**src/rtl/prog_loader_if.sv**
```systemverilog
// ---------------------------------------------------------------------------
// prog_loader_if
//
// Groups the two buses of the program loader:
//   - byte stream in : in_valid, in_data, in_ready
//   - memory write   : we, w_addr, w_instr
//
// Modports:
//   master : the environment side (stream source + instruction memory).
//            Drives in_valid/in_data, observes in_ready and the write port.
//   slave  : the loader. Consumes the stream and drives the write port.
//
// Handshake: a byte moves when in_valid and in_ready are both high at a
// rising clk edge. The source keeps in_data stable while in_valid is high
// and no transfer has happened yet; the loader may hold in_ready low for
// as long as it likes, and in_valid low simply stalls the loader.
// ---------------------------------------------------------------------------
interface prog_loader_if #(
    parameter int DATA_WIDTH = 8,
    parameter int ADDR_WIDTH = 8
);
    logic                      in_valid;
    logic [DATA_WIDTH-1:0]     in_data;
    logic                      in_ready;
    logic                      we;
    logic [ADDR_WIDTH-1:0]     w_addr;
    logic [2*DATA_WIDTH-1:0]   w_instr;

    modport master (
        output in_valid,
        output in_data,
        input  in_ready,
        input  we,
        input  w_addr,
        input  w_instr
    );

    modport slave (
        input  in_valid,
        input  in_data,
        output in_ready,
        output we,
        output w_addr,
        output w_instr
    );
endinterface

```
**src/rtl/prog_loader.sv**
```systemverilog
// ---------------------------------------------------------------------------
// prog_loader
//
// Receives a length-prefixed, checksummed program as a byte stream
// (L, L program bytes, C) and writes it into the byte-wide instruction
// memory as little-endian 16-bit words at addresses 0, 2, 4, ...
// An odd-length tail is padded in the high byte with PAD_BYTE (NOP).
// C must equal the wrapped sum of the program bytes; a mismatch sets err,
// but the words already written stay in memory.
//
// Ports:
//   clk, rst_n  : clock, asynchronous active-low reset
//   start       : one-cycle load request, ignored while busy
//   bus         : prog_loader_if.slave (stream in + memory write port)
//   busy        : load in progress, core must not fetch
//   done        : one-cycle pulse when the load completes
//   err         : checksum mismatch of the last load, cleared by next start
//   dbg_state   : current FSM state encoding
// ---------------------------------------------------------------------------
module prog_loader #(
    parameter int                    DATA_WIDTH = 8,
    parameter int                    ADDR_WIDTH = 8,
    parameter logic [DATA_WIDTH-1:0] PAD_BYTE   = 8'd40
) (
    input  logic                clk,
    input  logic                rst_n,
    input  logic                start,
    prog_loader_if.slave        bus,
    output logic                busy,
    output logic                done,
    output logic                err,
    output logic [2:0]          dbg_state
);

    typedef enum logic [2:0] {
        S_IDLE = 3'd0,
        S_LEN  = 3'd1,
        S_LO   = 3'd2,
        S_HI   = 3'd3,
        S_WR   = 3'd4,
        S_CHK  = 3'd5,
        S_DONE = 3'd6
    } state_t;

    localparam logic [DATA_WIDTH-1:0] ONE       = 1;
    localparam logic [ADDR_WIDTH-1:0] ADDR_STEP = 2;

    state_t                  state;
    logic [DATA_WIDTH-1:0]   remaining;
    logic [DATA_WIDTH-1:0]   sum;
    logic [DATA_WIDTH-1:0]   lo_q;
    logic                    we_q;
    logic [ADDR_WIDTH-1:0]   w_addr_q;
    logic [2*DATA_WIDTH-1:0] w_instr_q;
    logic                    in_ready_q;
    logic                    busy_q;
    logic                    done_q;
    logic                    err_q;
    logic                    xfer;

    assign xfer = bus.in_valid && in_ready_q;

    assign bus.in_ready = in_ready_q;
    assign bus.we       = we_q;
    assign bus.w_addr   = w_addr_q;
    assign bus.w_instr  = w_instr_q;
    assign busy         = busy_q;
    assign done         = done_q;
    assign err          = err_q;
    assign dbg_state    = state;

    // All outputs are registered: each branch sets them to the values the
    // next state presents, so in_ready/we/busy/done line up with the state.
    always_ff @(posedge clk or negedge rst_n) begin
        if (!rst_n) begin
            state      <= S_IDLE;
            remaining  <= '0;
            sum        <= '0;
            lo_q       <= '0;
            we_q       <= 1'b0;
            w_addr_q   <= '0;
            w_instr_q  <= '0;
            in_ready_q <= 1'b0;
            busy_q     <= 1'b0;
            done_q     <= 1'b0;
            err_q      <= 1'b0;
        end else begin
            we_q   <= 1'b0;
            done_q <= 1'b0;
            case (state)
                S_IDLE: begin
                    if (start) begin
                        w_addr_q   <= '0;
                        sum        <= '0;
                        err_q      <= 1'b0;
                        in_ready_q <= 1'b1;
                        busy_q     <= 1'b1;
                        state      <= S_LEN;
                    end
                end
                S_LEN: begin
                    if (xfer) begin
                        remaining <= bus.in_data;
                        if (bus.in_data == '0) begin
                            state <= S_CHK;
                        end else begin
                            state <= S_LO;
                        end
                    end
                end
                S_LO: begin
                    if (xfer) begin
                        lo_q      <= bus.in_data;
                        sum       <= sum + bus.in_data;
                        remaining <= remaining - ONE;
                        if (remaining == ONE) begin
                            // Last byte of an odd-length program: pad high byte.
                            w_instr_q  <= {PAD_BYTE, bus.in_data};
                            we_q       <= 1'b1;
                            in_ready_q <= 1'b0;
                            state      <= S_WR;
                        end else begin
                            state <= S_HI;
                        end
                    end
                end
                S_HI: begin
                    if (xfer) begin
                        sum        <= sum + bus.in_data;
                        remaining  <= remaining - ONE;
                        w_instr_q  <= {bus.in_data, lo_q};
                        we_q       <= 1'b1;
                        in_ready_q <= 1'b0;
                        state      <= S_WR;
                    end
                end
                S_WR: begin
                    // The memory captures the word on the edge ending WR.
                    w_addr_q   <= w_addr_q + ADDR_STEP;
                    in_ready_q <= 1'b1;
                    if (remaining == '0) begin
                        state <= S_CHK;
                    end else begin
                        state <= S_LO;
                    end
                end
                S_CHK: begin
                    if (xfer) begin
                        err_q      <= (bus.in_data != sum);
                        in_ready_q <= 1'b0;
                        done_q     <= 1'b1;
                        state      <= S_DONE;
                    end
                end
                S_DONE: begin
                    busy_q <= 1'b0;
                    state  <= S_IDLE;
                end
                default: begin
                    in_ready_q <= 1'b0;
                    busy_q     <= 1'b0;
                    state      <= S_IDLE;
                end
            endcase
        end
    end

endmodule
```
**src/flat_wrapper.sv**
```systemverilog
// flat-port wrapper written by rule: the top's interface ports become plain ports
module prog_loader_flat 
#(
    parameter int                    DATA_WIDTH = 8,
    parameter int                    ADDR_WIDTH = 8,
    parameter logic [DATA_WIDTH-1:0] PAD_BYTE   = 8'd40
)
  (clk, rst_n, start, busy, done, err, dbg_state, bus_in_valid, bus_in_data, bus_in_ready, bus_we, bus_w_addr, bus_w_instr);
  prog_loader_if #(.DATA_WIDTH(DATA_WIDTH), .ADDR_WIDTH(ADDR_WIDTH)) bus_i ();
  input  logic clk;
  input  logic rst_n;
  input  logic start;
  output logic busy;
  output logic done;
  output logic err;
  output logic [2:0] dbg_state;
  input wire logic [$bits(bus_i.in_valid)-1:0] bus_in_valid;
  input wire logic [$bits(bus_i.in_data)-1:0] bus_in_data;
  output wire logic [$bits(bus_i.in_ready)-1:0] bus_in_ready;
  output wire logic [$bits(bus_i.we)-1:0] bus_we;
  output wire logic [$bits(bus_i.w_addr)-1:0] bus_w_addr;
  output wire logic [$bits(bus_i.w_instr)-1:0] bus_w_instr;
  assign bus_i.in_valid = bus_in_valid;
  assign bus_i.in_data = bus_in_data;
  assign bus_in_ready = bus_i.in_ready;
  assign bus_we = bus_i.we;
  assign bus_w_addr = bus_i.w_addr;
  assign bus_w_instr = bus_i.w_instr;
  prog_loader #(.DATA_WIDTH(DATA_WIDTH), .ADDR_WIDTH(ADDR_WIDTH), .PAD_BYTE(PAD_BYTE)) u_core (.clk(clk), .rst_n(rst_n), .start(start), .bus(bus_i), .busy(busy), .done(done), .err(err), .dbg_state(dbg_state));
endmodule
```
**config.mk**
```make
export PLATFORM = sky130hd
export DESIGN_NAME = prog_loader_flat
export DESIGN_NICKNAME = d
export VERILOG_FILES = /design/src/rtl/prog_loader_if.sv /design/src/rtl/prog_loader.sv /design/src/flat_wrapper.sv
export SDC_FILE = /design/constraint.sdc
export NUM_CORES = 1
export LEC_CHECK = 0
export CORE_ASPECT_RATIO = 1.75
export CORE_MARGIN = 5
export CORE_UTILIZATION = 54
export DETAILED_ROUTE_END_ITERATION = 6
export PLACE_DENSITY = 0.79
export SETUP_SLACK_MARGIN = 0.05
export SLEW_MARGIN = 20
export SYNTH_ARGS = -nofsm -noshare
export SYNTH_HDL_FRONTEND = slang
export SYNTH_SLANG_ARGS = --single-unit
```
**constraint.sdc**
```tcl
create_clock -name clk -period 2.16 [get_ports clk]
set_clock_uncertainty 0.1 [all_clocks]
set_input_delay 0.432 -clock clk [delete_from_list [all_inputs] [get_ports clk]]
set_output_delay 0.432 -clock clk [all_outputs]
set_load 0.01 [all_outputs]
```
# Yosys cells after proc, flatten, opt, wreduce, memory -nomap -nowiden
# Index checks and enable logic that the tools add are counted.
dict set report totals {
  regBits 56
  elab_cells 88
  output_inout_bits 32
}
dict set report op_classes {
  addsub 3
  mux 34
  eq_ne 16
  n_reduce_logical 22
  bitwise_logic 2
}
# op n
set op_table {}
lappend op_table {{2-to-1 mux 16 bit} 3}
lappend op_table {{case mux 8 bit (2 select lines)} 3}
lappend op_table {{2-to-1 mux 8 bit} 4}
lappend op_table {{case mux 16 bit (2 select lines)} 1}
lappend op_table {{2-to-1 mux 3 bit} 8}
lappend op_table {{case mux 3 bit (6 select lines)} 1}
lappend op_table {{logical NOT 8 bit} 2}
lappend op_table {{!= test 2 x 1 -> 1 bit (second input constant)} 7}
lappend op_table {{2-to-1 mux 1 bit} 10}
lappend op_table {{AND reduction 5 bit} 2}
lappend op_table {{nonzero test 2 bit} 5}
lappend op_table {{== test 3 bit (second input constant)} 3}
lappend op_table {{AND reduction 3 bit} 3}
lappend op_table {{adder 8 x 2 -> 8 bit (second input constant)} 1}
lappend op_table {{adder 8 bit} 1}
lappend op_table {{== test 8 x 1 -> 1 bit (second input constant)} 1}
lappend op_table {{!= test 8 bit} 1}
lappend op_table {{subtractor 8 x 1 -> 8 bit (second input constant)} 1}
lappend op_table {{== test 3 x 2 -> 1 bit (second input constant)} 2}
lappend op_table {{case mux 1 bit (2 select lines)} 3}
lappend op_table {{AND reduction 2 bit} 3}
lappend op_table {{OR reduction 2 bit} 3}
lappend op_table {{case mux 1 bit (5 select lines)} 1}
lappend op_table {{OR reduction 5 bit} 1}
lappend op_table {{6 further kinds} 7}

# Depth between registers and ports, before layout
dict set report depth {
  word_depth 4
  depth_mapped 9
  depth_no_buf 8
}

# Worst setup path after synthesis
# No wires, ideal clock.
dict set report synth_path {
  kind {input -> register}
  from {input bus_in_data[1]}
  to {register u_core.sum[7]}
  required_time_ps 1974
  path_stages 5
  t_arrival_ps 1816
  path_slack_ps 159
  setup_ps 86
  path_buffers 0
  path_cell_list {ha_1 > a211oi_1 > nor3_1 > or4_1 > a32oi_1}
}
dict set report synth_between {
  elab_chain_cells 3
}
# item line
set synth_lines {}
lappend synth_lines {{start, declared} flat_wrapper.sv:18} ;# input wire logic [$bits(bus_i.in_data)-1:0] bus_in_data;
lappend synth_lines {{adder 8 bit} {prog_loader.sv:114, prog_loader.sv:129}}
lappend synth_lines {{2-to-1 mux 8 bit} {prog_loader.sv:112, prog_loader.sv:128}}
lappend synth_lines {{case mux 8 bit (2 select lines)} prog_loader.sv:90} ;# case (state)
lappend synth_lines {{end signal, assigned} prog_loader.sv:114} ;# sum <= sum + bus.in_data;
lappend synth_lines {{end signal, assigned} prog_loader.sv:129} ;# sum <= sum + bus.in_data;
lappend synth_lines {{end, declared} prog_loader.sv:50} ;# logic [DATA_WIDTH-1:0] sum;
# Every way passes these cells. The select of a mux whose other input is x is not followed.
# A chain may end at the register's enable or synchronous reset.

# Worst setup path in the final report
dict set report layout_path {
  from {input bus_in_data[0]}
  to {register u_core.sum[6]}
}
# The elaborated chain is that of the path after synthesis.

==> flow_metrics.py <==
metrics = {
    "status": {
        "status": "finished with violations",
        "violations": "hold timing",
    },
    "synthesis": {
        "synth_edf_count": 0,
        "syn_area_um2": 2960,
        "syn-num-nets": 350,
        "ys_ff_latch": 55,
        "yosysWarnings": 0,
        "async_reset_ff_share_pct": 100,
        "ys_seq_area_share_pct": 46.5,
        "synth_flop_cell": "dfrtp_1",
        "synthCells": 327,
        "syn_area_per_cell_um2": 9.05,
        "ys_types": 51,
    },
    "place": {
        "finalWeightedCongestion": 0.967,
        "dpl_worst_slack_ps": -393,
        "dpl.hpwl_um": 5750,
        "port_buffers": 42,
        "dpl.cell_count": 471,
    },
    "finish": {
        "fill_cells": 400,
        "antennaDiodeCount": 0,
        "drive_gt1_share_pct": 19.2,
        "num-nets-final": 429,
        "final_core_utilization_pct": 73.6,
        "syn_to_final_growth_pct": 31.9,
        "stdcell_count": 480,
    },
    "die": {
        "core_area_um2": 5300,
        "num_rows": 35,
        "die_x_um": 65.9,
        "fp.dieArea_um2": 7120,
        "start_util_pct": 55.8,
        "io_pins": 44,
        "die_height_um": 108,
    },
    "sta": {
        "setup_ws_ps": 110,
        "setup_violations": 0,
        "max_freq_mhz": 488,
        "final.setup.tns_ps": 0,
        "tightestPinTransition_ps": 493,
        "rsz0062_at_grt": "true",
        "post-route-min-period_ps": 2050,
        "whs_ps": -6.44,
        "max_slew_margin_pct": 66.8,
        "finalHoldViolCount": 6,
        "slew_viol_final": 0,
        "finalCritPeriodShare_pct": 94.9,
    },
    "setup_path": {
        "cp_max_fo": 3,
        "path_class": "input port to flip-flop",
        "critPathRequiredTime_ps": 2260,
        "start_kind": "input port",
        "endpoint_kind": "flip-flop",
        "cp.arrival_ps": 2150,
    },
    "clock_tree": {
        "cts_buffers": 5,
        "htreeDepth": 2,
        "cts_sinks": 55,
        "clockBufferDepth": 2,
        "worstSkewPairLatency_ps": 310,
        "clkSlewWorstSetupHoldPaths_ps": 100,
        "cts_root_buffer": "clkbuf_8",
        "cts_tree": "done",
    },
    "drt": {
        "drc_errors": 0,
        "first_iter_violations": 145,
        "avgViaCountPerCell": 5.74,
        "wl_per_cell_um": 16.6,
        "dr.pass1.iters": 4,
        "ant_nets": 0,
        "finalWirelength_um": 7990,
        "vias": 2755,
    },
    "power_and_ir_drop": {
        "p_leak_nw": 1.70,
        "pwr-share-comb_pct": 53.4,
        "seqPwrFrac_pct": 35.3,
        "internal_power_w": 0.00305,
        "power.switching_w": 0.00208,
        "powerDensity_nw_per_um2": 1320,
        "ir_drop_mv": 0.848,
        "clkPwrFrac_pct": 11.2,
        "swShare_pct": 40.5,
    },
    "grt": {
        "grt_max_degree": 56,
        "grt.total_usage_pct": 23.8,
        "grt_pass1_wl_um": 13200,
        "grt_antenna_before_repair": 0,
        "grt_pass1_vias": 2815,
        "grt_remaining_overflow": 0,
    },
    "worst_hold_path": {
        "hold_class": "input port to async pin",
    },
    "run": {
        "maxCapViolCount": 0,
    },
}
-- per-stage QoR --
step / power (W) / area (um2)
finish: 0.00514 / 3900
global placement: 0.00433 / 3740
CTS: 0.00504 / 3830
detailed placement: 0.00443 / 3740
global route: 0.00553 / 3900
floorplan: 0.00326 / 2960
-- layout make-up --
class	count	area, um2	area share (%)
multi-input cells	240	1500	38.5
clock inverters	2	13.8	0.353
repair buffers	87	783	20.1
inverters	17	63.8	1.64
clock buffers	5	68.8	1.76
well taps	74	92.6	2.37
flip-flops and latches	55	1380	35.3
-- power by group through the flow --
stage	Sequential, W	Combinational, W	Clock, W
2_1_floorplan	0.00183	0.00143	0
3_3_place_gp	0.00180	0.00253	0
3_5_place_dp	0.00182	0.00261	0
4_1_cts	0.00181	0.00265	0.000583
5_1_grt	0.00188	0.00302	0.000634
6_report	0.00181	0.00274	0.000576
-- cell families after synthesis --
kind of cell	share of synthesized area, %
simple gates	18.9
compound gates	19.2
flops	46.5
buf+inv	4.78
fa+ha+maj	4.91
mux	4.06
xor+xnor	1.48
other cells	0.127
-- state kept, by name, indices dropped and copies added, names as in the netlist --
signal	cells
u_core.bus.in_ready	1
u_core.done	1
u_core.busy	1
u_core.bus.we	1
u_core.sum	8
u_core.lo_q	8
u_core.dbg_state	3
u_core.bus.w_instr	16
u_core.bus.w_addr	7
u_core.err	1
u_core.remaining	8
-- cells in the final DEF, fill, tap and decap left out, drive strengths merged, types with 7 or more instances in the layout --
cell,n
nand3,15
clkdlybuf4s50,39
a21oi,19
nand2,45
inv,17
nor2,32
o22ai,7
nor3,9
o21ai,29
buf,46
dfrtp,55
mux2,8
a31oi,10
ha,10
-- cells in the mapped netlist, types with 3 or more instances --
cell type,number,area [um2]
a211oi_1,3,22.5
a21oi_1,19,95.1
a22o_1,3,26.3
a31oi_1,10,62.6
buf_2,5,25.0
buf_4,4,30.0
clkbuf_1,6,22.5
dfrtp_1,55,1380
ha_1,10,125
inv_1,17,63.8
mux2_2,8,90.1
mux2i_1,3,30.0
nand2_1,45,169
nand3_1,15,75.1
nor2_1,30,113
nor2b_1,3,18.8
nor3_1,7,35.0
nor4_1,3,18.8
o21a_1,3,22.5
o21ai_0,29,145
o22ai_1,7,43.8
or3_1,3,18.8
xor2_1,4,35.0
-- path summary, 6_finish.rpt --
kind,from,end,cells past startpoint,slack (ps)
worst max-delay path,bus_in_data[0],u_core.sum[6],9,110
min in group clk,u_core.bus.w_addr[7],u_core.bus.w_addr[7],1,380
worst min-delay path,rst_n,u_core.bus.w_addr[7],2,-6
worst min register to register,u_core.bus.w_addr[7],u_core.bus.w_addr[7],1,380
worst max register to register,u_core.sum[1],u_core.sum[7],5,240
max in group asynchronous,rst_n,u_core.dbg_state[2],2,1710
-- routing by layer --
metal	vias up	GRT usage [%]	part of all wire, %
met2	80	42.1	53
met3	22	3.66	3.9
met4	0	9.88	3.8
li1	1313	-	-
met5	-	0	0
met1	1340	28.1	40
-- worst max-delay path, cell delays in order --
cell and delay, ps:
clkdlybuf4s50_1 490, ha_2 210, inv_1 70, fa_2 360
nor2b_2 140, o31a_1 150, o21ai_1 80, mux2i_1 150
nand2_1 60
-- what timing repair did --
item / in CTS / in global routing
resized for setup: 5 / 11
endpoints found under the setup margin: 3 / 6
buffers inserted: 0 / 2
pin swaps: 1 / 4
hold buffers: 0 / 0
Note: power is estimated with default switching activity, not from simulation.
